--- src/rtl/uart_prog_loader.sv ---
// UART program loader: receives a framed image on rx, writes little-endian words into
// instruction memory, holds the core in reset while loading and answers ACK/NAK on tx.
module uart_prog_loader #(
    parameter int unsigned CLKS_PER_BIT = 434,
    parameter int unsigned WORD_BYTES   = 4,
    parameter int unsigned ADDR_W       = 10
) (
    input  logic                    clk,
    input  logic                    rst_n,
    input  logic                    rx,
    output logic                    tx,
    output logic                    mem_we,
    output logic [ADDR_W-1:0]       mem_addr,
    output logic [8*WORD_BYTES-1:0] mem_wdata,
    output logic                    core_rst_n,
    output logic                    busy,
    output logic                    err
);
    localparam int unsigned CNT_W = $clog2(CLKS_PER_BIT);
    localparam int unsigned BI_W  = (WORD_BYTES > 1) ? $clog2(WORD_BYTES) : 1;

    localparam logic [CNT_W-1:0] BIT_LAST  = CNT_W'(CLKS_PER_BIT - 1);
    localparam logic [CNT_W-1:0] HALF_LAST = CNT_W'(CLKS_PER_BIT / 2 - 1);
    localparam logic [BI_W-1:0]  LANE_LAST = BI_W'(WORD_BYTES - 1);
    localparam longint unsigned  DEPTH     = 64'd1 << ADDR_W;

    localparam logic [7:0] SYNC_BYTE = 8'hA5;
    localparam logic [7:0] ACK_BYTE  = 8'h06;
    localparam logic [7:0] NAK_BYTE  = 8'h15;

    typedef enum logic [2:0] {
        RX_IDLE, RX_START, RX_DATA, RX_STOP, RX_BREAK
    } rx_state_e;

    typedef enum logic [2:0] {
        LD_IDLE, LD_LEN_LO, LD_LEN_HI, LD_DATA, LD_RESP, LD_WAIT_TX
    } ld_state_e;

    // ------------------------------------------------------------------ RX
    logic rx_meta_q, rx_sync_q;

    // NOTE: sequential state is always updated with non-blocking assignments so every
    // flop samples the pre-edge values of its neighbours, independent of process order.
    always_ff @(posedge clk or negedge rst_n) begin
        if (!rst_n) begin
            rx_meta_q <= 1'b1;
            rx_sync_q <= 1'b1;
        end else begin
            rx_meta_q <= rx;
            rx_sync_q <= rx_meta_q;
        end
    end

    rx_state_e        rx_state_q, rx_state_d;
    logic [CNT_W-1:0] rx_cnt_q, rx_cnt_d;
    logic [2:0]       rx_bit_q, rx_bit_d;
    logic [7:0]       rx_shift_q, rx_shift_d;
    logic             byte_valid, frame_err;

    // NOTE: every output of a combinational block is given a default first, so no path
    // leaves it unassigned and no latch is inferred.
    always_comb begin
        rx_state_d = rx_state_q;
        rx_cnt_d   = rx_cnt_q;
        rx_bit_d   = rx_bit_q;
        rx_shift_d = rx_shift_q;
        byte_valid = 1'b0;
        frame_err  = 1'b0;
        unique case (rx_state_q)
            RX_IDLE: begin
                if (!rx_sync_q) begin
                    rx_state_d = RX_START;
                    rx_cnt_d   = '0;
                end
            end
            RX_START: begin
                if (rx_cnt_q == HALF_LAST) begin
                    rx_cnt_d   = '0;
                    rx_bit_d   = '0;
                    rx_state_d = rx_sync_q ? RX_IDLE : RX_DATA;
                end else begin
                    rx_cnt_d = rx_cnt_q + 1'b1;
                end
            end
            RX_DATA: begin
                if (rx_cnt_q == BIT_LAST) begin
                    rx_cnt_d   = '0;
                    rx_shift_d = {rx_sync_q, rx_shift_q[7:1]};
                    rx_bit_d   = rx_bit_q + 1'b1;
                    if (rx_bit_q == 3'd7) rx_state_d = RX_STOP;
                end else begin
                    rx_cnt_d = rx_cnt_q + 1'b1;
                end
            end
            RX_STOP: begin
                if (rx_cnt_q == BIT_LAST) begin
                    rx_cnt_d = '0;
                    if (rx_sync_q) begin
                        byte_valid = 1'b1;
                        rx_state_d = RX_IDLE;
                    end else begin
                        frame_err  = 1'b1;
                        rx_state_d = RX_BREAK;
                    end
                end else begin
                    rx_cnt_d = rx_cnt_q + 1'b1;
                end
            end
            // A low stop bit leaves the line low; wait for idle so it is not taken as a new start.
            RX_BREAK: begin
                if (rx_sync_q) rx_state_d = RX_IDLE;
            end
            default: rx_state_d = RX_IDLE;
        endcase
    end

    always_ff @(posedge clk or negedge rst_n) begin
        if (!rst_n) begin
            rx_state_q <= RX_IDLE;
            rx_cnt_q   <= '0;
            rx_bit_q   <= '0;
            rx_shift_q <= '0;
        end else begin
            rx_state_q <= rx_state_d;
            rx_cnt_q   <= rx_cnt_d;
            rx_bit_q   <= rx_bit_d;
            rx_shift_q <= rx_shift_d;
        end
    end

    // -------------------------------------------------------------- loader
    ld_state_e              ld_state_q, ld_state_d;
    logic [7:0]             len_lo_q, len_lo_d;
    logic [15:0]            len_q, len_d;
    logic [15:0]            word_cnt_q, word_cnt_d;
    logic [BI_W-1:0]        byte_idx_q, byte_idx_d;
    logic [ADDR_W-1:0]      addr_q, addr_d;
    logic [8*WORD_BYTES-1:0] wdata_q, wdata_d;
    logic                   we_q, we_d;
    logic                   core_rst_n_q, core_rst_n_d;
    logic                   busy_q, busy_d;
    logic                   err_q, err_d;
    logic                   ack_q, ack_d;
    logic                   tx_start, tx_done;
    logic [15:0]            len_rx;

    assign len_rx = {rx_shift_q, len_lo_q};

    always_comb begin
        ld_state_d   = ld_state_q;
        len_lo_d     = len_lo_q;
        len_d        = len_q;
        word_cnt_d   = word_cnt_q;
        byte_idx_d   = byte_idx_q;
        addr_d       = addr_q;
        wdata_d      = wdata_q;
        we_d         = 1'b0;
        core_rst_n_d = core_rst_n_q;
        busy_d       = busy_q;
        err_d        = err_q;
        ack_d        = ack_q;
        tx_start     = 1'b0;

        if (we_q) addr_d = addr_q + 1'b1;

        unique case (ld_state_q)
            LD_IDLE: begin
                if (byte_valid && rx_shift_q == SYNC_BYTE) begin
                    core_rst_n_d = 1'b0;
                    busy_d       = 1'b1;
                    err_d        = 1'b0;
                    addr_d       = '0;
                    byte_idx_d   = '0;
                    word_cnt_d   = '0;
                    ld_state_d   = LD_LEN_LO;
                end
            end
            LD_LEN_LO, LD_LEN_HI, LD_DATA: begin
                if (frame_err) begin
                    err_d      = 1'b1;
                    ack_d      = 1'b0;
                    ld_state_d = LD_RESP;
                end else if (byte_valid) begin
                    if (ld_state_q == LD_LEN_LO) begin
                        len_lo_d   = rx_shift_q;
                        ld_state_d = LD_LEN_HI;
                    end else if (ld_state_q == LD_LEN_HI) begin
                        len_d = len_rx;
                        if (len_rx == 16'd0) begin
                            ack_d      = 1'b1;
                            ld_state_d = LD_RESP;
                        end else if (64'(len_rx) > DEPTH) begin
                            err_d      = 1'b1;
                            ack_d      = 1'b0;
                            ld_state_d = LD_RESP;
                        end else begin
                            ld_state_d = LD_DATA;
                        end
                    end else begin
                        for (int i = 0; i < int'(WORD_BYTES); i++) begin
                            if (byte_idx_q == BI_W'(i)) wdata_d[i*8 +: 8] = rx_shift_q;
                        end
                        if (byte_idx_q == LANE_LAST) begin
                            byte_idx_d = '0;
                            we_d       = 1'b1;
                            word_cnt_d = word_cnt_q + 16'd1;
                            if (word_cnt_q == len_q - 16'd1) begin
                                ack_d      = 1'b1;
                                ld_state_d = LD_RESP;
                            end
                        end else begin
                            byte_idx_d = byte_idx_q + 1'b1;
                        end
                    end
                end
            end
            LD_RESP: begin
                tx_start   = 1'b1;
                ld_state_d = LD_WAIT_TX;
            end
            LD_WAIT_TX: begin
                if (tx_done) begin
                    busy_d     = 1'b0;
                    ld_state_d = LD_IDLE;
                    if (ack_q) core_rst_n_d = 1'b1;
                end
            end
            default: ld_state_d = LD_IDLE;
        endcase
    end

    always_ff @(posedge clk or negedge rst_n) begin
        if (!rst_n) begin
            ld_state_q   <= LD_IDLE;
            len_lo_q     <= '0;
            len_q        <= '0;
            word_cnt_q   <= '0;
            byte_idx_q   <= '0;
            addr_q       <= '0;
            wdata_q      <= '0;
            we_q         <= 1'b0;
            core_rst_n_q <= 1'b1;
            busy_q       <= 1'b0;
            err_q        <= 1'b0;
            ack_q        <= 1'b0;
        end else begin
            ld_state_q   <= ld_state_d;
            len_lo_q     <= len_lo_d;
            len_q        <= len_d;
            word_cnt_q   <= word_cnt_d;
            byte_idx_q   <= byte_idx_d;
            addr_q       <= addr_d;
            wdata_q      <= wdata_d;
            we_q         <= we_d;
            core_rst_n_q <= core_rst_n_d;
            busy_q       <= busy_d;
            err_q        <= err_d;
            ack_q        <= ack_d;
        end
    end

    // ------------------------------------------------------------------ TX
    logic             tx_q, tx_d;
    logic             tx_active_q, tx_active_d;
    logic [8:0]       tx_shift_q, tx_shift_d;
    logic [3:0]       tx_bit_q, tx_bit_d;
    logic [CNT_W-1:0] tx_cnt_q, tx_cnt_d;

    always_comb begin
        tx_d        = tx_q;
        tx_active_d = tx_active_q;
        tx_shift_d  = tx_shift_q;
        tx_bit_d    = tx_bit_q;
        tx_cnt_d    = tx_cnt_q;
        tx_done     = 1'b0;
        if (tx_start) begin
            tx_d        = 1'b0;
            tx_active_d = 1'b1;
            tx_shift_d  = {1'b1, ack_q ? ACK_BYTE : NAK_BYTE};
            tx_bit_d    = '0;
            tx_cnt_d    = '0;
        end else if (tx_active_q) begin
            if (tx_cnt_q == BIT_LAST) begin
                tx_cnt_d = '0;
                // Bit 9 is the stop bit; its end closes the response.
                if (tx_bit_q == 4'd9) begin
                    tx_active_d = 1'b0;
                    tx_done     = 1'b1;
                end else begin
                    tx_d       = tx_shift_q[0];
                    tx_shift_d = {1'b1, tx_shift_q[8:1]};
                    tx_bit_d   = tx_bit_q + 1'b1;
                end
            end else begin
                tx_cnt_d = tx_cnt_q + 1'b1;
            end
        end
    end

    always_ff @(posedge clk or negedge rst_n) begin
        if (!rst_n) begin
            tx_q        <= 1'b1;
            tx_active_q <= 1'b0;
            tx_shift_q  <= '1;
            tx_bit_q    <= '0;
            tx_cnt_q    <= '0;
        end else begin
            tx_q        <= tx_d;
            tx_active_q <= tx_active_d;
            tx_shift_q  <= tx_shift_d;
            tx_bit_q    <= tx_bit_d;
            tx_cnt_q    <= tx_cnt_d;
        end
    end

    assign tx         = tx_q;
    assign mem_we     = we_q;
    assign mem_addr   = addr_q;
    assign mem_wdata  = wdata_q;
    assign core_rst_n = core_rst_n_q;
    assign busy       = busy_q;
    assign err        = err_q;

endmodule

--- config.mk ---
export PLATFORM = sky130hd
export DESIGN_NAME = uart_prog_loader
export DESIGN_NICKNAME = d
export VERILOG_FILES = /design/src/rtl/uart_prog_loader.sv
export SDC_FILE = /design/constraint.sdc
export NUM_CORES = 1
export LEC_CHECK = 0
export ABC_AREA = 1
export CORE_MARGIN = 1.5
export CORE_UTILIZATION = 25
export CTS_CLUSTER_SIZE = 30
export DETAILED_ROUTE_END_ITERATION = 16
export PLACE_DENSITY = 0.46
export SKIP_CTS_REPAIR_TIMING = 1
export SYNTH_ARGS = -nofsm -noshare
export SYNTH_HDL_FRONTEND = slang
export SYNTH_SLANG_ARGS = --single-unit
--- constraint.sdc ---
create_clock -name clk -period 5.1 [get_ports clk]
set_clock_uncertainty 0.05 [all_clocks]
set_input_delay 1.02 -clock clk [delete_from_list [all_inputs] [get_ports clk]]
set_output_delay 1.02 -clock clk [all_outputs]
set_load 0.01 [all_outputs]
After elaboration in Yosys (flattened, before gate mapping). Index checks and enable logic that the tools add are counted.

Register bits: 141. Output and inout bits: 47. Word-level logic and storage cells: 218.

$add $sub $neg: 8. Order comparisons: 1. Eq/ne operators: 43. Muxes and demuxes: 103. Bitwise logic cells: 3. Reductions and logical operators: 34.

Operator list (count): 16-bit two-way mux (6); 9-bit two-way mux (10); 3-bit two-way mux (19); 1-bit two-way mux (44); 6-bit AND reduction (7); 2-bit inequality test (second input constant) (16); 16-bit case mux with 2 select lines (1); 10-bit two-way mux (3); 9-bit case mux with 3 select lines (1); 9-bit by 1-bit adder with 9-bit output (second input constant) (2); 9-bit == test (second input constant) (2); 16-bit by 1-bit adder with 16-bit output (second input constant) (1); 16-bit == test (1); 16-bit by 11-bit > comparator with 1-bit output (second input constant) (1); 16-bit zero test (1); 4-bit two-way mux (4); 16-bit by 1-bit subtractor with 16-bit output (second input constant) (1); 3-bit inequality test (second input constant) (5); 3-bit case mux with 5 select lines (1); 2-bit two-way mux (7); 7-bit AND reduction (2); 3-bit by 2-bit == test with 1-bit output (second input constant) (4); 3-bit == test (second input constant) (4); 3-bit case mux with 4 select lines (1); other kinds (28) (48).

Logic depth before layout (Yosys ltp).
Word-level depth: 9. Gate-level depth with buffers: 15.

Worst setup path after synthesis. Ideal clock, no wire load.

Path type: reg2reg. From: register rx_cnt_q[1]. To: register ld_state_q[1]. Library setup time: 0.117 ns. Data arrival time: 1.783 ns. Required time: 4.933 ns. Setup slack: 3.150 ns. Cell stages (with the launch flop): 14. Path buffers: 0. Clock period less this slack: 1.950 ns. Path through: dfrtp_1 -> inv_1 -> ha_1 -> nand2_1 -> nor3_4 -> nand2_4 -> nor2_8 -> nand2_1 -> nand2_2 -> nand2_1 -> a21oi_2 -> nand2_1 -> nand2_1 -> nand2_1.

Word-level cells in the longest chain between the ends: 6.

RTL lines: from (decl) (line 55) `logic [CNT_W-1:0] rx_cnt_q, rx_cnt_d;`; from (signal assigned) (line 125) `rx_cnt_q <= rx_cnt_d;`; 9-bit == test (*) (line 96) `if (rx_cnt_q == BIT_LAST) begin`; 1-bit two-way mux (line 96); 1-bit two-way mux (line 69) `unique case (rx_state_q)`; 1-bit logical AND (line 168) `if (byte_valid && rx_shift_q == SYNC_BYTE) begin`; 2-bit inequality test (no line); 5-bit AND reduction (no line); to (signal assigned) (line 247) `ld_state_q <= ld_state_d;`; to (decl) (line 132) `ld_state_e ld_state_q, ld_state_d;`.

Every way passes the cells marked *; elsewhere a longest branch is shown, timed or not. A chain may end at the register's enable or synchronous reset.

Worst setup path after layout.
From: register core_rst_n_q, in the netlist core_rst_n. To: output core_rst_n.

RTL lines: from (decl) (line 140) `logic core_rst_n_q, core_rst_n_d;`; from (signal assigned) (line 255) `core_rst_n_q <= core_rst_n_d;`; to (decl) (line 15) `output logic core_rst_n,`.

No word-level cell between the ends.

==> metrics <==
remaining global-route overflow 0; Antenna Cells 0; Mapped Avg Cell Area 8.36 um2; GRT Util Overall 0.122; Maximum Capacitance Violations 0; Final HPWL DP 12.4 mm; dpl cells 1300; I/O Pins 50; final WL 17.4 mm; Tot Pwr 2.47 mW; synth unique cells 49; share of flip-flops with an asynchronous set or reset 1.00; Ys Warns 0; Final setup viols 0; fin worst setup slack 2.52 ns; Initial Util 0.255; depth of the CTS H-tree 4; relative slew slack 0.366; row cnt 62; syn nets 898; VDD IR max 0.195 mV; via density per instance 4.35; routability-driven placement congestion ratio 0.786; first-pass GRT wire length 29.9 mm; RSZ-0062 raised after global routing false; Num CTS Buffers 17; worst path cell trace clkdlybuf4s50_1; status completed; CP Launch Type flop; post-place setup slack 2.50 ns; DRT Pass-1 Iters 7; Area Growth Syn to Fin 20.4%; EDFF count, synth 0; static leakage 3.98 nW; Worst Hold Path Cells 0; WP depth 1; full die area 30400 um2; post-route insts no fill 1332; Seq. cell area 3520 um2; later-pin clock latency in the skew report 0.43 ns; Gate Count Post-Synth 879; vias in the first global route 5691; vias post-DR 5789; clk sinks 140; PwrDens 280 nW/um2; setup TNS 0 ns; top_reg_cell synth dfrtp_1; cell family with most CP delay buffers and inverters; Port Buf Inserts 49; final count of hold timing violations 0; post-synthesis sequential area ratio 0.479; worst endpoint required time 4.03 ns; Post-route DRC 0; CP max stage cell clkdlybuf4s50_1; area of the multi-input gates 3240 um2; hold slack 0.305 ns; Crit path largest cell delay 0.56 ns; post-route ant nets 0; Final Max Slew Viols 0; register bit total from synthesis 140; largest net degree at the start of global routing 74; CTS clk-pin slew, worst paths 0.06 ns; Period minus WS final 2.58 ns; Die Span Y 174 um; Worst Max-Slew Pin Slew 0.948 ns; CTS tree built; Root Driver clkbuf_16; fin nets 954; hold crit path type reg -> reg; DIE WIDTH 174 um; Clock Path Buffers 2; Peak Freq 388 MHz; crit end category output port; CP arrival 1.51 ns; Detailed Route Iter0 Violations 376; fill count 3108; CORE AREA 28900 um2; crit path max fanout 2; period utilization 0.506; r2r worst-path depth 8; Post-Syn Area 7350 um2; Crit Path Class reg -> out; share of post-route cells with drive strength above 1 0.101; Crit path buffers/inverters 1; initial antenna violation count 0; Routed WL per cell 13.1 um
registers in the layout (all words and copies together), names as in the netlist, 2 cells and up:
register,count
tx_bit_q,4
ld_state_q,3
rx_state_q,3
tx_shift_q,8
len_lo_q,8
byte_idx_q,2
tx_cnt_q,9
rx_shift_q,8
len_q,16
rx_cnt_q,9
word_cnt_q,16
mem_wdata,32
mem_addr,10
rx_bit_q,3
cells by family (layout without fill, tap and decap cells):
kind of cell	Yosys count	after routing	synth area share
DFF	140	140	0.479
xor gates and xnor gates	38	38	0.0453
and+or+nand+nor	400	400	0.252
AOI/OAI and AO/OA	146	146	0.117
adders and majority gates	16	16	0.0272
buffers and inverters	139	208	0.0800
layout make-up:
type / count / area share
well taps: 384 / 0.0543
repair buffers: 51 / 0.0573
flip-flops and latches: 140 / 0.398
multi-input cells: 600 / 0.367
clock inverters: 15 / 0.0223
inverters: 125 / 0.0536
clock buffers: 17 / 0.0481
stage by stage:
step / cell area (um2) / utilization
floorplan: 7350 / -
global placement: 8220 / 0.285
detailed placement: 8220 / 0.285
CTS: 8850 / 0.307
global route: 8850 / 0.307
finish: 8850 / 0.307
per-layer routing:
layer | part of all wire | vias up | track usage
li1 | - | 2965 | -
met1 | 0.51 | 2744 | 0.171
met2 | 0.45 | 65 | 0.188
met3 | 0.028 | 15 | 0.0236
met4 | 0.011 | 0 | 0.0413
met5 | 0 | - | 0
power breakdown:
part	switching, mW	internal (mW)
combinational	0.0226	0.00274
clock	0.548	0.788
sequential	0.000503	1.11
total	0.571	1.90
layout by cell type, fill, tap and decap left out, drive strengths merged, types with 4 or more instances in the layout:
master         instances
clkdlybuf4s50         48
nor4                   6
clkbuf                17
o221ai                 4
xnor2                  9
xor2                  29
nor3                  20
inv                  133
ha                    16
nand3                 54
nand4                 16
or2                    6
dfrtp                128
nand3b                 6
nor2                  80
nand2                210
a21oi                 20
dfstp                 12
o22ai                  7
o21ai                105
worst paths after layout:
path                              from             end  slack [ns]
setup / recovery            core_rst_n      core_rst_n        2.52
min in group asynchronous        rst_n     mem_addr[9]        0.53
hold / removal               rx_meta_q       rx_sync_q        0.31
hold reg to reg              rx_meta_q       rx_sync_q        0.31
setup reg to reg           rx_cnt_q[1]        len_q[2]        2.53
max in group asynchronous        rst_n  word_cnt_q[14]        3.47
cell usage after synthesis, drive strengths merged, types with 7 or more instances:
cell type | number | area [um2]
a21oi | 20 | 115
buf | 9 | 95.1
dfrtp | 128 | 3200
dfstp | 12 | 315
ha | 16 | 200
inv | 124 | 465
nand2 | 210 | 826
nand3 | 54 | 308
nand4 | 16 | 100
nor2 | 80 | 367
nor3 | 20 | 116
o21ai | 105 | 571
o22ai | 7 | 43.8
xnor2 | 9 | 78.8
xor2 | 29 | 254
Power figures use the tool's default switching activity.
